## config.mk

```make
export PLATFORM = sky130hd
export DESIGN_NAME = led_pwm_fader
export DESIGN_NICKNAME = d
export VERILOG_FILES = /design/src/rtl/led_pwm_pkg.sv /design/src/rtl/led_pwm_ch.sv /design/src/rtl/led_pwm_fader.sv
export SDC_FILE = /design/constraint.sdc
export NUM_CORES = 1
export LEC_CHECK = 0
export CELL_PAD_IN_SITES_DETAIL_PLACEMENT = 1
export CELL_PAD_IN_SITES_GLOBAL_PLACEMENT = 1
export CORE_AREA = 8 8 169 171
export CTS_CLUSTER_DIAMETER = 30
export DETAILED_ROUTE_END_ITERATION = 6
export DIE_AREA = 0 0 177 179
export GPL_TIMING_DRIVEN = 0
export PLACE_DENSITY = 0.44
export SETUP_SLACK_MARGIN = 0.2
export SYNTH_ARGS = -nofsm -noshare
export SYNTH_HDL_FRONTEND = slang
export SYNTH_SLANG_ARGS = --single-unit
```

## constraint.sdc

```tcl
create_clock -name hw_clk -period 5.1 [get_ports hw_clk]
set_clock_uncertainty 0.15 [all_clocks]
set_input_delay 0.765 -clock hw_clk [delete_from_list [all_inputs] [get_ports hw_clk]]
set_output_delay 0.765 -clock hw_clk [all_outputs]
set_load 0.05 [all_outputs]
```

## src/rtl/led_pwm_pkg.sv

```systemverilog
// Shared types for the LED PWM fader: channel mode encoding and breathe direction.
package led_pwm_pkg;

  typedef enum logic [1:0] {
    MODE_STATIC  = 2'd0,
    MODE_FADE    = 2'd1,
    MODE_BREATHE = 2'd2,
    MODE_OFF     = 2'd3
  } led_mode_e;

  typedef enum logic {
    DIR_UP   = 1'b0,
    DIR_DOWN = 1'b1
  } breathe_dir_e;

endpackage

```

## src/rtl/led_pwm_ch.sv

```systemverilog
// One LED channel: duty/target/mode state, fade and breathe stepping, registered compare.
// Breathe direction state exists only when LED_BREATHE_EN is defined.
module led_pwm_ch
  import led_pwm_pkg::*;
#(
  parameter int unsigned PWM_W = 8
) (
  input  logic             hw_clk,
  input  logic             rst_n,
  input  logic [PWM_W-1:0] cnt_next_i,
  input  logic             apply_i,
  input  logic             step_i,
  input  led_mode_e        mode_i,
  input  logic [PWM_W-1:0] level_i,
  output logic             pwm_o
);

  localparam logic [PWM_W-1:0] ONE  = PWM_W'(1'b1);
  localparam logic [PWM_W-1:0] ZERO = {PWM_W{1'b0}};

  logic [PWM_W-1:0] duty_q, duty_d;
  logic [PWM_W-1:0] target_q, target_d;
  led_mode_e        mode_q, mode_d;
  logic             pwm_q, pwm_d;
`ifdef LED_BREATHE_EN
  breathe_dir_e     dir_q, dir_d;
`endif

  function automatic logic [PWM_W-1:0] fade_step(input logic [PWM_W-1:0] d,
                                                 input logic [PWM_W-1:0] t);
    if (d < t) begin
      fade_step = d + ONE;
    end else if (d > t) begin
      fade_step = d - ONE;
    end else begin
      fade_step = d;
    end
  endfunction

  always_comb begin
    duty_d   = duty_q;
    target_d = target_q;
    mode_d   = mode_q;
`ifdef LED_BREATHE_EN
    dir_d    = dir_q;
`endif
    // apply_i and step_i are both tick-qualified; an apply suppresses that tick's step
    if (apply_i) begin
      mode_d = mode_i;
      case (mode_i)
        MODE_STATIC: begin
          target_d = level_i;
          duty_d   = level_i;
        end
        MODE_FADE: target_d = level_i;
        MODE_BREATHE: begin
          target_d = level_i;
`ifdef LED_BREATHE_EN
          dir_d    = (duty_q > level_i) ? DIR_DOWN : DIR_UP;
`endif
        end
        MODE_OFF: duty_d = ZERO;
        default:  duty_d = duty_q;
      endcase
    end else if (step_i) begin
      case (mode_q)
`ifdef LED_BREATHE_EN
        MODE_FADE: duty_d = fade_step(duty_q, target_q);
        MODE_BREATHE: begin
          if (dir_q == DIR_UP) begin
            if (duty_q < target_q) begin
              duty_d = duty_q + ONE;
              dir_d  = ((duty_q + ONE) == target_q) ? DIR_DOWN : DIR_UP;
            end else begin
              dir_d = DIR_DOWN;
            end
          end else begin
            if (duty_q != ZERO) begin
              duty_d = duty_q - ONE;
              dir_d  = (duty_q == ONE) ? DIR_UP : DIR_DOWN;
            end else begin
              dir_d = DIR_UP;
            end
          end
        end
`else
        MODE_FADE, MODE_BREATHE: duty_d = fade_step(duty_q, target_q);
`endif
        default: duty_d = duty_q;
      endcase
    end else begin
      duty_d = duty_q;
    end
    // compare against next-cycle counter/duty so the registered output lines up with cnt
    pwm_d = (cnt_next_i < duty_d);
  end

  always_ff @(posedge hw_clk or negedge rst_n) begin
    if (!rst_n) begin
      duty_q   <= ZERO;
      target_q <= ZERO;
      mode_q   <= MODE_STATIC;
      pwm_q    <= 1'b0;
`ifdef LED_BREATHE_EN
      dir_q    <= DIR_UP;
`endif
    end else begin
      duty_q   <= duty_d;
      target_q <= target_d;
      mode_q   <= mode_d;
      pwm_q    <= pwm_d;
`ifdef LED_BREATHE_EN
      dir_q    <= dir_d;
`endif
    end
  end

  assign pwm_o = pwm_q;

endmodule

```

## src/rtl/led_pwm_fader.sv

```systemverilog
// Multi-channel LED PWM fader: shared period counter, free-running step divider, config handshake.
// Optional BREATHE mode is enabled by defining LED_BREATHE_EN.
module led_pwm_fader
  import led_pwm_pkg::*;
#(
  parameter  int unsigned NUM_CH   = 3,
  parameter  int unsigned PWM_W    = 8,
  parameter  int unsigned STEP_DIV = 65536,
  localparam int unsigned CH_W     = (NUM_CH > 1) ? $clog2(NUM_CH) : 1
) (
  input  logic              hw_clk,
  input  logic              rst_n,
  input  logic              cfg_valid,
  output logic              cfg_ready,
  input  logic [CH_W-1:0]   cfg_ch,
  input  logic [PWM_W-1:0]  cfg_level,
  input  logic [1:0]        cfg_mode,
  output logic [NUM_CH-1:0] pwm_out,
  output logic              period_tick
);

  localparam int unsigned      DIV_W   = (STEP_DIV > 1) ? $clog2(STEP_DIV) : 1;
  localparam logic [DIV_W-1:0] DIV_MAX = DIV_W'(STEP_DIV - 1);
  localparam logic [PWM_W-1:0] CNT_MAX = {{(PWM_W-1){1'b1}}, 1'b0};

  logic [PWM_W-1:0]  cnt_q, cnt_d;
  logic              tick_q, tick_d;
  logic [DIV_W-1:0]  div_q, div_d;
  logic              step_pend_q, step_pend_d;
  logic              div_wrap_s, step_s, accept_s;
  logic              pend_valid_q, pend_valid_d;
  logic [CH_W-1:0]   pend_ch_q, pend_ch_d;
  logic [PWM_W-1:0]  pend_level_q, pend_level_d;
  led_mode_e         pend_mode_q, pend_mode_d;
  logic              cfg_ready_q, cfg_ready_d;
  logic [NUM_CH-1:0] apply_s;
  logic [NUM_CH-1:0] pwm_s;

  always_comb begin
    cnt_d  = (cnt_q == CNT_MAX) ? {PWM_W{1'b0}} : cnt_q + PWM_W'(1'b1);
    tick_d = (cnt_d == CNT_MAX);

    // steps between ticks collapse into one, consumed at the next wrap
    div_wrap_s  = (div_q == DIV_MAX);
    div_d       = div_wrap_s ? {DIV_W{1'b0}} : div_q + DIV_W'(1'b1);
    step_s      = tick_q & (step_pend_q | div_wrap_s);
    step_pend_d = tick_q ? 1'b0 : (step_pend_q | div_wrap_s);

    accept_s     = cfg_valid & cfg_ready_q;
    pend_ch_d    = pend_ch_q;
    pend_level_d = pend_level_q;
    pend_mode_d  = pend_mode_q;
    if (accept_s) begin
      pend_valid_d = 1'b1;
      pend_ch_d    = cfg_ch;
      pend_level_d = cfg_level;
      pend_mode_d  = led_mode_e'(cfg_mode);
    end else if (tick_q) begin
      pend_valid_d = 1'b0;
    end else begin
      pend_valid_d = pend_valid_q;
    end
    cfg_ready_d = ~pend_valid_d;

    // an out-of-range channel matches no index and is simply dropped at the tick
    apply_s = {NUM_CH{1'b0}};
    for (int i = 0; i < NUM_CH; i++) begin
      apply_s[i] = tick_q & pend_valid_q & (pend_ch_q == CH_W'(i));
    end
  end

  always_ff @(posedge hw_clk or negedge rst_n) begin
    if (!rst_n) begin
      cnt_q        <= {PWM_W{1'b0}};
      tick_q       <= 1'b0;
      div_q        <= {DIV_W{1'b0}};
      step_pend_q  <= 1'b0;
      pend_valid_q <= 1'b0;
      pend_ch_q    <= {CH_W{1'b0}};
      pend_level_q <= {PWM_W{1'b0}};
      pend_mode_q  <= MODE_STATIC;
      cfg_ready_q  <= 1'b0;
    end else begin
      cnt_q        <= cnt_d;
      tick_q       <= tick_d;
      div_q        <= div_d;
      step_pend_q  <= step_pend_d;
      pend_valid_q <= pend_valid_d;
      pend_ch_q    <= pend_ch_d;
      pend_level_q <= pend_level_d;
      pend_mode_q  <= pend_mode_d;
      cfg_ready_q  <= cfg_ready_d;
    end
  end

  for (genvar i = 0; i < NUM_CH; i++) begin : gen_ch
    led_pwm_ch #(
      .PWM_W (PWM_W)
    ) u_ch (
      .hw_clk     (hw_clk),
      .rst_n      (rst_n),
      .cnt_next_i (cnt_d),
      .apply_i    (apply_s[i]),
      .step_i     (step_s),
      .mode_i     (pend_mode_q),
      .level_i    (pend_level_q),
      .pwm_o      (pwm_s[i])
    );
  end

  assign pwm_out     = pwm_s;
  assign period_tick = tick_q;
  assign cfg_ready   = cfg_ready_q;

endmodule

```

Yosys cells after proc, flatten, opt, wreduce, memory -nomap -nowiden
Index checks and enable logic that the tools add are counted.
- word-level logic and storage cells: 92
- input port bits: 15
- flip-flop bits (word level): 97
- output and inout port bits: 5
- reductions and logical operators: 9
- equality and inequality tests: 14
- mux-type cells: 23
- order comparisons: 9
- bitwise operators: 8
- $add $sub $neg: 8
- operators with widths (operator ; count):
    two-way mux 8 bit ; 16
    less-than comparator 8 bit ; 6
    one-hot mux 8 bit (2 select lines) ; 3
    adder 8 x 1 -> 8 bit, second input constant ; 4
    greater-than comparator 8 bit ; 3
    subtractor 8 x 1 -> 8 bit, second input constant ; 3
    adder 16 x 1 -> 16 bit, second input constant ; 1
    == test 16 bit, second input constant ; 1
    == test 8 bit, second input constant ; 2
    two-way mux 16 bit ; 1
    == test 2 bit, second input constant ; 6
    == test 2 x 1 -> 1 bit, second input constant ; 5
    bitwise AND 1 bit ; 6
    AND reduction 2 bit ; 3
    OR reduction 2 bit ; 3
    zero test 2 bit ; 2
    two-way mux 1 bit ; 3
    OR reduction 3 bit ; 1
    NOT 1 bit ; 1
    bitwise OR 1 bit ; 1

Longest topological paths before layout
- depth after elaboration: 7
- depth in mapped cells: 15
- depth with buffers taken out: 15

By module
A second synthesis with hierarchy kept.
- cells, all modules: 772
- area total of the unflattened synthesis: 6887.9 um2
- modules (own cells, without submodules) (module ; instances ; sequential area each (um2) ; cells each ; area each (um2)):
    led_pwm_ch ; 3 ; 475.5 ; 207 ; 1709.1
    led_pwm_fader ; 1 ; 1001.0 ; 151 ; 1760.4

Least setup slack after synthesis
Ideal clock, no wire load.
- path kind: flip-flop to flip-flop
- from: reg gen_ch[1].u_ch.duty_q[1]
- to: reg gen_ch[1].u_ch.pwm_q
- arrival: 3.182 ns
- cell stages (with the launch flop): 15
- slack: 1.702 ns
- data required time: 4.884 ns
- buffers on the path: 0
- clock period less this slack: 3.398 ns
- setup time: 0.066 ns
- cell sequence: dfrtp_1 ha_1 nor2b_1 o211a_1 o21a_1 or3_1 a21oi_1 nor3b_1 a211oi_1 ha_1 a21o_1 a21o_1 a211oi_1 o21a_1 a31o_1
- word-level cells in the longest chain between the ends: 7
- elaborated cells between the ends (all ways): 11
- classes of those cells: 2 x add/sub; 3 x order compare; 6 x mux
- ends and longest elaborated chain (element ; line ; text):
    from (decl) ; led_pwm_ch.sv:21 ; logic [PWM_W-1:0] duty_q, duty_d;
    from (signal assigned) ; led_pwm_ch.sv:108 ; duty_q <= duty_d;
    subtractor 8 x 1 -> 8 bit or greater-than comparator 8 bit (tied branches) ; led_pwm_ch.sv:34, led_pwm_ch.sv:33 ;
    two-way mux 8 bit ; led_pwm_ch.sv:33 ; end else if (d > t) begin
    two-way mux 8 bit ; led_pwm_ch.sv:31 ; if (d < t) begin
    two-way mux 8 bit ; led_pwm_ch.sv:66 ; case (mode_q)
    two-way mux 8 bit ; led_pwm_ch.sv:65 ; end else if (step_i) begin
    two-way mux 8 bit * ; led_pwm_ch.sv:48 ; if (apply_i) begin
    less-than comparator 8 bit * ; led_pwm_ch.sv:95 ; pwm_d = (cnt_next_i < duty_d);
    via gen_ch[1].u_ch.pwm_d ; led_pwm_ch.sv:24 ; logic pwm_q, pwm_d;
    to (signal assigned) ; led_pwm_ch.sv:111 ; pwm_q <= pwm_d;
    to (decl) ; led_pwm_ch.sv:24 ;
Mark *: on every way through the listed nets, which the timed path passes. The rest lies on a longest branch.
A chain may end at the register's enable or synchronous reset.

Worst setup path after layout
Same ends and word-level chain as after synthesis.

==> metrics <==
CTS clk-pin slew, worst paths=0.08 ns; WL final=21.38 mm; critical path cell sequence=ha_1, nor2b_1, o211a_1, o21a_1, or3_1, a21oi_1, o21bai_1, a211oi_1, ha_1, a21o_1, a21o_1, a211oi_1, o21a_1, a31o_1; final hold vios=0; port buffer count=19; CTS Root Cell=clkbuf_16; first-pass GRT wire length=34.59 mm; largest net degree at the start of global routing=55; top cells by area, synth=dfrtp_1 38%, ha_1 11%, nand2_1 4.6%; Worst slew margin=35.47%; remaining antenna violation count after routing=0; hold slack final=0.3193 ns; core box area=0.02576 sq mm; drc violations=0; Final #Nets=804; ANT cells=0; share of layout cells above drive strength 1=7.598%; Crit Path Class=reg -> reg; CTS sink count=97; peak supply drop=0.0001326 V; Post-CTS Hold Buffers=0; Power, Total=1.501 mW; yosys warns=0; final slew viol count=0; hpwl dp=16.06 mm; DIE HEIGHT=179 um; # resized after CTS=0; worst hold path class=reg -> reg; post-CTS setup buffers=0; Leak=3.245 nW; CTS tree=yes; Via-to-Cell Ratio=5.118; Row Count=59; Top delay family on crit path=compound AO/OA/AOI/OAI gates; CTS HTree Levels=3; WP buf/inv=0; setup violators final=0; Synth area leader=dfrtp_1; Post-synth EDFFs=0; Worst Tran Pin Value=0.9597 ns; CP required=5.23 ns; register area share after synthesis=38.25%; Tcrit/Tclk final=79.78%; max cap viols=0; wire length per cell=19.94 um; synthesized flop and latch total=97; CP Launch Type=flop; DIE AREA=0.03168 sq mm; top achievable clock speed=245.8 MHz; Cells after Synth=701; asr flop ratio synth=100.0%; Data arrival, critical path=4.20 ns; num ports=20; Power Dens Cells=206.2 mW/mm^2; status=finished clean; Die Wd=177 um; total gr overflow=0; vias in the first global route=6007; drt first-iter violations=199; post-synth top area share=38.25%; initial antenna violation count=0; GRT Total Usage=14.20%; GPL Wtd Cong=0.8032; top post-synthesis cells by count=97 x dfrtp_1, 78 x nand2_1, 57 x ha_1; Tmin final=4.069 ns; critical path's slowest cell=dfrtp_1; ys flop type=dfrtp_1; slowest stage delay, CP=0.52 ns; average size of a mapped cell=9.053 sq um; Netlist cell types=70; worst-path fanout max=8; worst-skew pair later-pin latency=0.36 ns; RSZ-0062 raised after global routing=no; via count=5486; Mapped Nets=773; mapped cell area=0.006346 sq mm; drt first pass iters=4; starting density of the core=24.63%; Crit. End Element=flop; Num CTS Buffers=9; Area Overhead vs Synth=14.71%; maximum clock path buffer count=2; most common cell in the netlist=dfrtp_1
[cell usage in the layout (no fill, tap or decap), types with 5 or more instances in the layout]
cell type and count:
o21a_1 8, o211ai_1 10, and4_1 5, xor2_1 14, mux2_2 15, a21oi_1 35
or4_1 5, and3_1 17, nand3_1 30, o211a_1 9, or3_1 10, xnor2_1 6
nand2_1 78, clkbuf_1 17, ha_1 57, clkbuf_16 9, nor3_1 20, clkdlybuf4s50_1 18
o21ai_0 53, nand4_1 11, o21ai_1 10, a21o_1 10, dfrtp_1 97, inv_1 40
nor2_1 52, nor2b_1 6
[where the power goes]
group | switching, mW | internal [mW] | total (mW)
logic | 0.0180 | 0.0114 | 0.0294
clock network | 0.336 | 0.367 | 0.703
registers | 0 | 0.768 | 0.768
[logic make-up after synthesis]
| logic type | synth area share [%] |
|---|---|
| xor+xnor | 2.760 |
| mux | 2.977 |
| flops | 38.25 |
| compound gates | 20.94 |
| fa+ha+maj | 11.24 |
| buf+inv | 4.120 |
| simple gates | 19.72 |
[state kept, by name, indices dropped and copies added, names as in the netlist]
register              count
gen_ch.u_ch.target_q     24
gen_ch.u_ch.mode_q        6
gen_ch.u_ch.duty_q       24
pend_mode_q               2
pend_valid_q              1
cfg_ready                 1
cnt_q                     8
gen_ch.u_ch.pwm_o         3
pend_level_q              8
step_pend_q               1
pend_ch_q                 2
div_q                    16
period_tick               1
[worst register-to-register path, stage by stage, from the launching register on]
cell and delay, ns:
dfrtp_1 0.52, ha_1 0.31, nor2b_1 0.14, o211a_1 0.23, o21a_1 0.25, or3_1 0.36, a21oi_1 0.25, o21bai_1 0.12
a211oi_1 0.39, ha_1 0.32, a21o_1 0.16, a21o_1 0.17, a211oi_1 0.32, o21a_1 0.18, a31o_1 0.14
[final cells by class]
cell class | instances | area (sq um)
Fill cell | 2996 | 18480
Clock buffer | 11 | 252.7
Inverter | 40 | 150.1
Multi-Input combinational cell | 540 | 3657
Buffer | 24 | 111.4
Timing Repair Buffer | 20 | 215.2
Sequential cell | 97 | 2427
Tap cell | 335 | 419.2
Clock inverter | 5 | 46.29
[stage by stage]
step,TNS [ns],worst slack [ns],instances,area [sq um],utilization (%)
2_1_floorplan,0,1.702,701,6346,-
3_3_place_gp,-101.54,-1.065,1055,6955,27.00
3_5_place_dp,0,1.050,1056,6980,27.09
4_1_cts,0,1.006,1072,7279,28.26
5_1_grt,0,0.7925,1072,7279,28.26
6_report,0,1.031,1072,7279,28.26
[worst paths after layout]
check,startpoint,endpoint,slack (ns),depth (start not counted)
max in group asynchronous,rst_n,cnt_q[0],3.75,2
min in group asynchronous,rst_n,gen_ch[1].u_ch.target_q[4],0.33,1
worst max register to register,gen_ch[1].u_ch.duty_q[1],gen_ch[1].u_ch.pwm_o,1.03,14
worst max-delay path,gen_ch[1].u_ch.duty_q[1],gen_ch[1].u_ch.pwm_o,1.03,14
worst min-delay path,div_q[0],div_q[0],0.32,1
worst min register to register,div_q[0],div_q[0],0.32,1
[routing by layer]
layer / track usage, % / up-vias / wire [um]
li1: - / 2626 / -
met1: 18.24 / 2747 / 10050
met2: 23.12 / 85 / 9868
met3: 3.012 / 28 / 1009
met4: 5.184 / 0 / 452
met5: 0 / - / 0
Note: power is estimated with default switching activity, not from simulation.
